--- src/rtl/fb_sched_pkg.sv ---
// Shared types and constants for the framebuffer draw scheduler.
package fb_sched_pkg;

  typedef enum logic [1:0] {
    IDLE  = 2'd0,
    SCAN  = 2'd1,
    SERVE = 2'd2,
    END   = 2'd3
  } state_t;

  localparam int FB_COORD_W = 11;

  // Requester slots, in the order they are served each frame.
  localparam int REQ_CLEAR = 0;
  localparam int REQ_PIPE1 = 1;
  localparam int REQ_PIPE2 = 2;
  localparam int REQ_BIRD  = 3;

endpackage

--- src/rtl/tick_edge_sync.sv ---
// Brings the free-running game tick into the clk domain and flags its rising edge.
module tick_edge_sync (
  input  logic clk,
  input  logic rst_n,
  input  logic tick_i,
  output logic rise_o
);

  logic [2:0] sync_q;

  // two metastability flops plus one history flop for edge detection
  always_ff @(posedge clk or negedge rst_n) begin
    if (!rst_n) begin
      sync_q <= '0;
    end else begin
      sync_q <= {sync_q[1:0], tick_i};
    end
  end

  assign rise_o = sync_q[1] & ~sync_q[2];

endmodule

--- src/rtl/fb_draw_scheduler.sv ---
// Per-frame sequencer and arbiter for the single framebuffer write port.
// Optional watchdog on the SERVE state: define FB_SCHED_WATCHDOG_EN.
//
// state | meaning
// IDLE  | waiting for a game tick
// SCAN  | checking req[idx], one cycle per slot
// SERVE | grant held for requester idx until done (or watchdog)
// END   | frame_done pulse, busy cleared
module fb_draw_scheduler
  import fb_sched_pkg::*;
#(
  parameter int NUM_REQ = REQ_BIRD + 1,
  parameter int COORD_W = FB_COORD_W,
  parameter int OVR_W   = 8,
  parameter int TIMEOUT = 2**20
) (
  input  logic                       clk,
  input  logic                       reset,
  input  logic                       tick,
  input  logic [NUM_REQ-1:0]         req,
  input  logic [NUM_REQ-1:0]         done,
  input  logic [NUM_REQ*COORD_W-1:0] req_x,
  input  logic [NUM_REQ*COORD_W-1:0] req_y,
  input  logic [NUM_REQ-1:0]         req_color,
  input  logic [NUM_REQ-1:0]         req_wr,
  output logic [NUM_REQ-1:0]         grant,
  output logic [COORD_W-1:0]         fb_x,
  output logic [COORD_W-1:0]         fb_y,
  output logic                       fb_color,
  output logic                       fb_write,
  output logic                       busy,
  output logic                       frame_done,
  output logic [OVR_W-1:0]           overrun_cnt,
  output logic                       timeout_flag
);

  localparam int IDX_W = (NUM_REQ > 1) ? $clog2(NUM_REQ) : 1;
  localparam logic [IDX_W-1:0] LAST_IDX = IDX_W'(NUM_REQ - 1);

  state_t             state_q;
  logic [IDX_W-1:0]   idx_q;
  logic [NUM_REQ-1:0] grant_q;
  logic               busy_q;
  logic               frame_done_q;
  logic [OVR_W-1:0]   overrun_q;
  logic               tick_rise;
  logic               wd_expired;
  logic               serve_end;

  tick_edge_sync u_tick_sync (
    .clk    (clk),
    .rst_n  (reset),
    .tick_i (tick),
    .rise_o (tick_rise)
  );

`ifdef FB_SCHED_WATCHDOG_EN
  localparam int WD_W = $clog2(TIMEOUT + 1);

  logic [WD_W-1:0] wd_q;
  logic            timeout_q;

  // abort only if done has not arrived in the final allowed cycle
  assign wd_expired = (state_q == SERVE) && (wd_q == '0) && !done[idx_q];

  // watchdog down-counter, reloaded on every new grant; abort flag is sticky
  always_ff @(posedge clk or negedge reset) begin
    if (!reset) begin
      wd_q      <= '0;
      timeout_q <= 1'b0;
    end else begin
      if (state_q == SCAN && req[idx_q]) begin
        wd_q <= WD_W'(TIMEOUT - 1);
      end else if (state_q == SERVE && wd_q != '0) begin
        wd_q <= wd_q - 1'b1;
      end
      if (wd_expired) begin
        timeout_q <= 1'b1;
      end
    end
  end

  assign timeout_flag = timeout_q;
`else
  assign wd_expired   = 1'b0;
  assign timeout_flag = 1'b0;
`endif

  assign serve_end = done[idx_q] | wd_expired;

  // frame sequencing, grant generation and overrun accounting
  always_ff @(posedge clk or negedge reset) begin
    if (!reset) begin
      state_q      <= IDLE;
      idx_q        <= '0;
      grant_q      <= '0;
      busy_q       <= 1'b0;
      frame_done_q <= 1'b0;
      overrun_q    <= '0;
    end else begin
      frame_done_q <= 1'b0;
      // a tick that cannot start a frame is dropped and counted, saturating
      if (tick_rise && state_q != IDLE && overrun_q != '1) begin
        overrun_q <= overrun_q + 1'b1;
      end
      case (state_q)
        IDLE: begin
          if (tick_rise) begin
            state_q <= SCAN;
            idx_q   <= '0;
            busy_q  <= 1'b1;
          end
        end
        SCAN: begin
          if (req[idx_q]) begin
            state_q <= SERVE;
            grant_q <= NUM_REQ'(1) << idx_q;
          end else if (idx_q == LAST_IDX) begin
            state_q      <= END;
            frame_done_q <= 1'b1;
          end else begin
            idx_q <= idx_q + 1'b1;
          end
        end
        SERVE: begin
          if (serve_end) begin
            grant_q <= '0;
            if (idx_q == LAST_IDX) begin
              state_q      <= END;
              frame_done_q <= 1'b1;
            end else begin
              idx_q   <= idx_q + 1'b1;
              state_q <= SCAN;
            end
          end
        end
        END: begin
          busy_q  <= 1'b0;
          state_q <= IDLE;
        end
        default: state_q <= IDLE;
      endcase
    end
  end

  // zero-latency pixel mux from the granted requester; all zero without a grant
  always_comb begin
    fb_x     = '0;
    fb_y     = '0;
    fb_color = 1'b0;
    fb_write = 1'b0;
    if (grant_q[idx_q]) begin
      fb_x     = req_x[int'(idx_q) * COORD_W +: COORD_W];
      fb_y     = req_y[int'(idx_q) * COORD_W +: COORD_W];
      fb_color = req_color[idx_q];
      fb_write = req_wr[idx_q];
    end
  end

  assign grant       = grant_q;
  assign busy        = busy_q;
  assign frame_done  = frame_done_q;
  assign overrun_cnt = overrun_q;

endmodule

--- config.mk ---
export PLATFORM = sky130hd
export DESIGN_NAME = fb_draw_scheduler
export DESIGN_NICKNAME = d
export VERILOG_FILES = /design/src/rtl/fb_sched_pkg.sv /design/src/rtl/tick_edge_sync.sv /design/src/rtl/fb_draw_scheduler.sv
export SDC_FILE = /design/constraint.sdc
export NUM_CORES = 1
export LEC_CHECK = 0
export CORE_MARGIN = 4
export CORE_UTILIZATION = 38
export CTS_CLUSTER_SIZE = 40
export DETAILED_ROUTE_END_ITERATION = 6
export PLACE_DENSITY_LB_ADDON = 0.25
export SYNTH_ARGS = -nofsm -noshare
export SYNTH_HDL_FRONTEND = slang
export SYNTH_HIERARCHICAL = 1
export SYNTH_SLANG_ARGS = --single-unit
--- constraint.sdc ---
create_clock -name clk -period 4.7 [get_ports clk]
set_input_delay 0.94 -clock clk [delete_from_list [all_inputs] [get_ports clk]]
set_output_delay 0.94 -clock clk [all_outputs]
set_load 0.005 [all_outputs]
==> results.md, run 1 <==
- Number of max-cap violations: 0
- EDFF count, synth: 0
- Share of layout cells above drive strength 1: 13.4%
- Clock latency on the worst-skew pair: 0.26 ns
- Total track usage: 20.3%
- First-pass GRT wire length: 10100 µm
- I/O pin count: 146
- Final HPWL DP: 5530 µm
- Routed Antenna Nets: 0
- Stages on the worst setup path: 5
- Slew headroom: 36.2%
- Crit path largest cell delay: 1.01 ns
- Crit path time final: 3.59 ns
- Die H: 80.4 µm
- Worst-path cell chain: mux2_2 -> o21ai_2 -> buf_4 -> nor2b_1 -> clkdlybuf4s50_1
- FF-to-FF path depth: 4
- Synth unique cells: 41
- GPL Wtd Cong: 0.833
- Switching share of total power: 36.3%
- Die W: 80.4 µm
- Register area share after synthesis: 26.4%
- CP endpoint kind: output pin
- FP Rows: 26
- Final setup fails: 0
- Post-CTS sizing: 0
- Layout Skew: 0.00150 ns
- HP Class: flop to flop
- Non-filler cells, final: 377
- WL final: 6650 µm
- Initial Util: 39.0%
- Final cycle utilization of the critical path: 76.5%
- Outcome: complete, no violations
- CP Launch Type: flop
- Area contributors post-synth: dfrtp_1 (26%), mux4_2 (24%), nor2b_1 (8.8%)
- # nets final: 425
- Vias/cell: 4.97
- WS Path Type: flop to output pin
- # diodes: 0
- Fmax: 0.278 GHz
- Drt wl/cell: 17.6 µm
- Initial DRC Count: 47
- Lkg Pwr: 1.36 nW
- Syn Area/Cell: 11.9 µm²
- Die area: 6460 µm²
- FF+latch count, synth: 21
- Mapped Nets: 284
- Htree depth: 1
- Clk buf depth: 2
- DP Area: 3460 µm²
- Pwr per Cell Area: 441 nW/µm²
- Synthesis Warnings: 6
- Cell taking the most area after synthesis: dfrtp_1
- Port bufs: 144
- Finished Cell Area: 3510 µm²
- Worst path required time: 3.76 ns
- Final worst slack: 1.11 ns
- Sw power: 0.561 mW
- CP delay by family, top: flip-flops
- Largest net degree at the start of global routing: 34
- Final slew viol count: 0
- DP Cell Count: 373
- Via Count: 1873
- Drc violations: 0
- Vias in the first global route: 1906
- Clock power frac: 7.5%
- CP max stage cell: dfrtp_2
- CORE AREA: 5110 µm²
- RSZ-0062 raised after global routing: false
- Max VDD drop: 0.395 mV
- Seq pwr share: 23.3%
- Clock transition at path regs: 0.08 ns
- Netlist Area Pre-Place: 1990 µm²
- Setup TNS: 0 ns
- Worst path bufs/invs: 2
- Filler Cell Count: 386
- Post-synth ARST share: 100%
- Drt first pass iters: 4
- Gr ovfl total: 0
- CTS tree: done
- Synth Flop Type: dfrtp_1
- Comb pwr share: 69.2%
- Synth Instances: 167
- Setup Slack @ Placement: 1.32 ns
- Maximum net fanout on the critical path: 33
- Antenna violations before repair: 0
- Final hold vios: 0
- Cts bufs inserted: 3
- Root Buffer: clkbuf_8
- Worst Hold Depth: 0
- P_int: 0.987 mW
- Post-CTS Setup Repair Bufs: 0
- Arrival @ worst endpoint: 2.65 ns
- Worst-Margin Slew: 0.957 ns
- CTS Sinks: 21
- Hold buffers post-CTS: 0
- Share of the synthesized area in the top cell type: 26.4%
- Syn-to-layout area delta: 76.2%
- Final Power: 1.55 mW
-- per-stage QoR --
step                hold WS, ns  util (%)
floorplan                 0.331         -
global placement          0.333      67.8
detailed placement        0.337      67.8
CTS                       0.355      68.7
global route              0.362      68.7
finish                    0.354      68.7
-- path summary, 6_finish.rpt --
check / startpoint / end / slack, ns
setup / recovery: idx_q[0] / fb_x[3] / 1.11
hold / removal: u_tick_sync/sync_q[0] / u_tick_sync/sync_q[1] / 0.35
setup reg to reg: idx_q[0] / grant[1] / 2.35
hold reg to reg: u_tick_sync/sync_q[0] / u_tick_sync/sync_q[1] / 0.35
max in group asynchronous: reset / idx_q[0] / 2.90
min in group asynchronous: reset / overrun_cnt[1] / 1.19
-- power groups by stage --
| stage | clock [mW] | combinational (mW) | sequential [mW] |
|---|---|---|---|
| final | 0.116 | 1.07 | 0.361 |
| after global routing | 0.128 | 1.16 | 0.383 |
| after CTS | 0.121 | 1.08 | 0.365 |
| after detailed placement | 0 | 1.08 | 0.369 |
| after global placement | 0 | 1.06 | 0.368 |
| after floorplan | 0 | 0.687 | 0.289 |
-- final cells by class --
| type | instances | area, µm² | area share (%) |
|---|---|---|---|
| clock buffers | 3 | 41.3 | 1.18 |
| clock inverters | 1 | 5.00 | 0.143 |
| inverters | 7 | 26.3 | 0.749 |
| multi-input cells | 129 | 1370 | 38.9 |
| flip-flops and latches | 21 | 527 | 15.0 |
| well taps | 70 | 87.6 | 2.50 |
| repair buffers | 146 | 1460 | 41.5 |
-- per-layer routing --
metal  up-vias  routed length (µm)  track usage, %
li1        897                   -               -
met1       896                2680            24.2
met2        74                3360            37.0
met3         6                 528            4.71
met4         0                  84            4.05
met5         -                   0               0
-- synthesized netlist by cell type, types with 3 or more instances --
cell type / number
and2_1: 3
and3_1: 3
buf_2: 4
dfrtp_1: 21
ha_1: 10
inv_1: 7
mux2_2: 6
mux2i_1: 7
mux4_1: 3
mux4_2: 21
nand2_1: 13
nand2b_1: 3
nor2_1: 3
nor2b_1: 28
xnor2_1: 6
-- flip-flops by register name (all words and copies together) (netlist names) --
name and cells:
frame_done 1, overrun_cnt 8, grant 4, idx_q 2, state_q 2, u_tick_sync/sync_q 3
busy 1
-- cell families after synthesis --
| group | count (synthesis) | synth area share, % |
|---|---|---|
| muxes | 38 | 35.4 |
| xor gates and xnor gates | 7 | 3.08 |
| other | 1 | 0.188 |
| and+or+nand+nor | 59 | 17.3 |
| DFF | 21 | 26.4 |
| AOI/OAI and AO/OA | 14 | 6.41 |
| buffers and inverters | 17 | 5.03 |
| adders and majority gates | 10 | 6.28 |
-- layout by cell type, fill, tap and decap left out, types with 2 or more instances in the layout --
cell type	n
clkdlybuf4s50_1	144
nor2b_1	28
mux4_2	21
dfrtp_1	20
nand2_1	13
ha_1	10
inv_1	7
mux2i_1	7
mux2_2	6
xnor2_1	6
and2_1	3
nand2b_1	3
nor2_1	3
mux4_1	3
and3_1	3
clkbuf_8	3
a211o_1	2
buf_4	2
No activity file was read; power rests on OpenSTA's default activity.
==> inputs of run 2 (changes only) <==
- CORE_UTILIZATION: 38 -> 35
- clock period: 4.7 -> 3.5 ns (I/O delays scaled with it)
==> run 2 against run 1 <==
Net effect:
- wire length up 3.9%
- critical path depth down 1
- sequential cell count unchanged
- sequential share of layout area down 0.10 points
- combinational power up 39%
- register-to-register slack worse by 1.1 ns
- cell count up 1.3%
- count of clock-buffer cells in the layout up 1
==> results.md, run 2 (synthesized netlist as in run 1, its figures left out) <==
- Outcome: complete, no violations
- Clk buf depth: 2 (unchanged)
- Drt wl/cell: 18.1 µm (+2.6%)
- Syn-to-layout area delta: 77.4%
- WS Path Type: flop to output pin
- Largest net degree at the start of global routing: 26 (-24%)
- Final hold vios: 0 (unchanged)
- Worst R2R Setup Slack: 1.21 ns (-1.14 ns)
- CTS Sinks: 21 (unchanged)
- FF-to-FF Start: idx_q[0]
- Max VDD drop: 0.429 mV (+8.4%)
- Number of max-cap violations: 0 (unchanged)
- Die W: 83.4 µm (+3.8%)
- Final HPWL DP: 5710 µm (+3.4%)
- Clock transition at path regs: 0.07 ns (about the same)
- Non-filler cells, final: 382 (+1.3%)
- Htree depth: 1 (unchanged)
- Finished Cell Area: 3530 µm² (+0.68%)
- DP Cell Count: 378 (+1.3%)
- CP endpoint kind: output pin
- Worst path required time: 2.80 ns (-0.96 ns)
- Die H: 83.4 µm (+3.8%)
- Setup TNS: 0 ns (unchanged)
- # diodes: 0 (unchanged)
- Stages on the worst setup path: 4 (-1)
- Antenna violations before repair: 0 (unchanged)
- DP Area: 3490 µm² (+0.72%)
- Pwr per Cell Area: 593 nW/µm² (+34%)
- Worst-path cell chain: buf_4 -> mux4_2 -> nor2b_1 -> clkdlybuf4s50_1
- Port bufs: 144 (unchanged)
- Maximum net fanout on the critical path: 25 (-24%)
- Final setup fails: 0 (unchanged)
- Initial DRC Count: 56 (+19%)
- Worst path bufs/invs: 2 (unchanged)
- Largest register FFs: 8 (unchanged)
- RR Endpoint: grant[2]
- Final Power: 2.09 mW (+35%)
- CP max stage cell: dfrtp_2
- FP Rows: 27 (+3.8%)
- Cts bufs inserted: 3 (unchanged)
- FF-to-FF path depth: 5 (+1)
- I/O pin count: 146 (unchanged)
- Final Util: 64.2% (-4.5 points)
- Total track usage: 19.2% (-1.1 points)
- Worst-Margin Slew: 0.918 ns (-0.0383 ns)
- HP Start: u_tick_sync/sync_q[0]
- Final slew viol count: 0 (unchanged)
- Worst Hold Depth: 0 (unchanged)
- Drt first pass iters: 4 (unchanged)
- Root Buffer: clkbuf_8
- Initial Util: 36.2% (-2.8 points)
- Post-CTS Setup Repair Bufs: 0 (unchanged)
- Slew headroom: 38.6% (+2.4 points)
- Commonest non-fill, non-tap cell in the layout: clkdlybuf4s50_1
- Layout Skew: 0.00135 ns (-0.000155 ns)
- Crit path largest cell delay: 0.82 ns (-0.19 ns)
- Hold Slack: 0.361 ns (+0.00715 ns)
- Die area: 6960 µm² (+7.7%)
- Final cycle utilization of the critical path: 90.7%
- Via Count: 1899 (+1.4%)
- GPL Wtd Cong: 0.957 (+15%)
- Arrival @ worst endpoint: 2.47 ns (-0.18 ns)
- Routed Antenna Nets: 0 (unchanged)
- CTS tree: done
- CP delay by family, top: flip-flops
- Lkg Pwr: 1.37 nW (+0.92%)
- Post-CTS sizing: 0 (unchanged)
- CP Launch Type: flop
- RSZ-0062 raised after global routing: false
- Share of layout cells above drive strength 1: 13.9% (+0.52 points)
- Vias/cell: 4.97 (about the same)
- Commonest non-fill, non-tap cells in the layout: clkdlybuf4s50_1 (144), nor2b_1 (28), mux4_2 (21), dfrtp_1 (20), nand2_1 (13)
- Drc violations: 0 (unchanged)
- CORE AREA: 5510 µm² (+7.8%)
- WL final: 6910 µm (+3.9%)
- Gr ovfl total: 0 (unchanged)
- Crit path time final: 3.17 ns
- # nets final: 428 (+0.71%)
- Vias in the first global route: 1925 (+1.0%)
- Setup Slack @ Placement: 0.538 ns (-0.784 ns)
- Hold path endpoint: u_tick_sync/sync_q[1]
- First-pass GRT wire length: 10700 µm (+5.9%)
- Fmax: 0.315 GHz
- Final worst slack: 0.326 ns (-0.780 ns)
- Hold buffers post-CTS: 0 (unchanged)
- Clock latency on the worst-skew pair: 0.25 ns (about the same)
- HP Class: flop to flop
[run 2: changes by cell type in the layout (fill, tap and decap cells not counted)]
cell,delta
clkinv_2,-1
clkbuf_1,+1
buf_4,+3
[run 2: final cells by class]
type / instances / area, µm²
clock buffer: 4 / 45.0
fill: 441 / 1970
inverter: 7 / 26.3
multi-input combinational: 129 / 1370
sequential: 21 / 527
tap: 72 / 90.1
timing repair buffer: 149 / 1480
[run 2: report_power, final]
group / leakage (nW) / switching [mW] / internal (mW) / total, mW
combinational: 1.08 / 0.548 / 0.943 / 1.49
sequential: 0.265 / 0.128 / 0.319 / 0.446
clock: 0.0228 / 0.0756 / 0.0810 / 0.157
[run 2: how the worst max path moves through the flow]
stage,start,endpoint,slack (ns)
floorplan,idx_q[0],fb_x[1],1.25
global placement,req_y[21],fb_y[10],0.54
detailed placement,req_y[21],fb_y[10],0.54
CTS,idx_q[0],fb_y[0],0.27
global route,idx_q[0],fb_y[0],0.16
finish,idx_q[0],fb_y[0],0.33
[run 2: routing by layer]
metal / routed length, µm / share of wire [%] / GRT usage, % / up-vias
li1: - / - / - / 905
met1: 2750 / 40 / 23.2 / 898
met2: 3480 / 50 / 35.4 / 88
met3: 590 / 8.5 / 3.97 / 8
met4: 95 / 1.4 / 3.36 / 0
met5: 0 / 0 / 0 / -
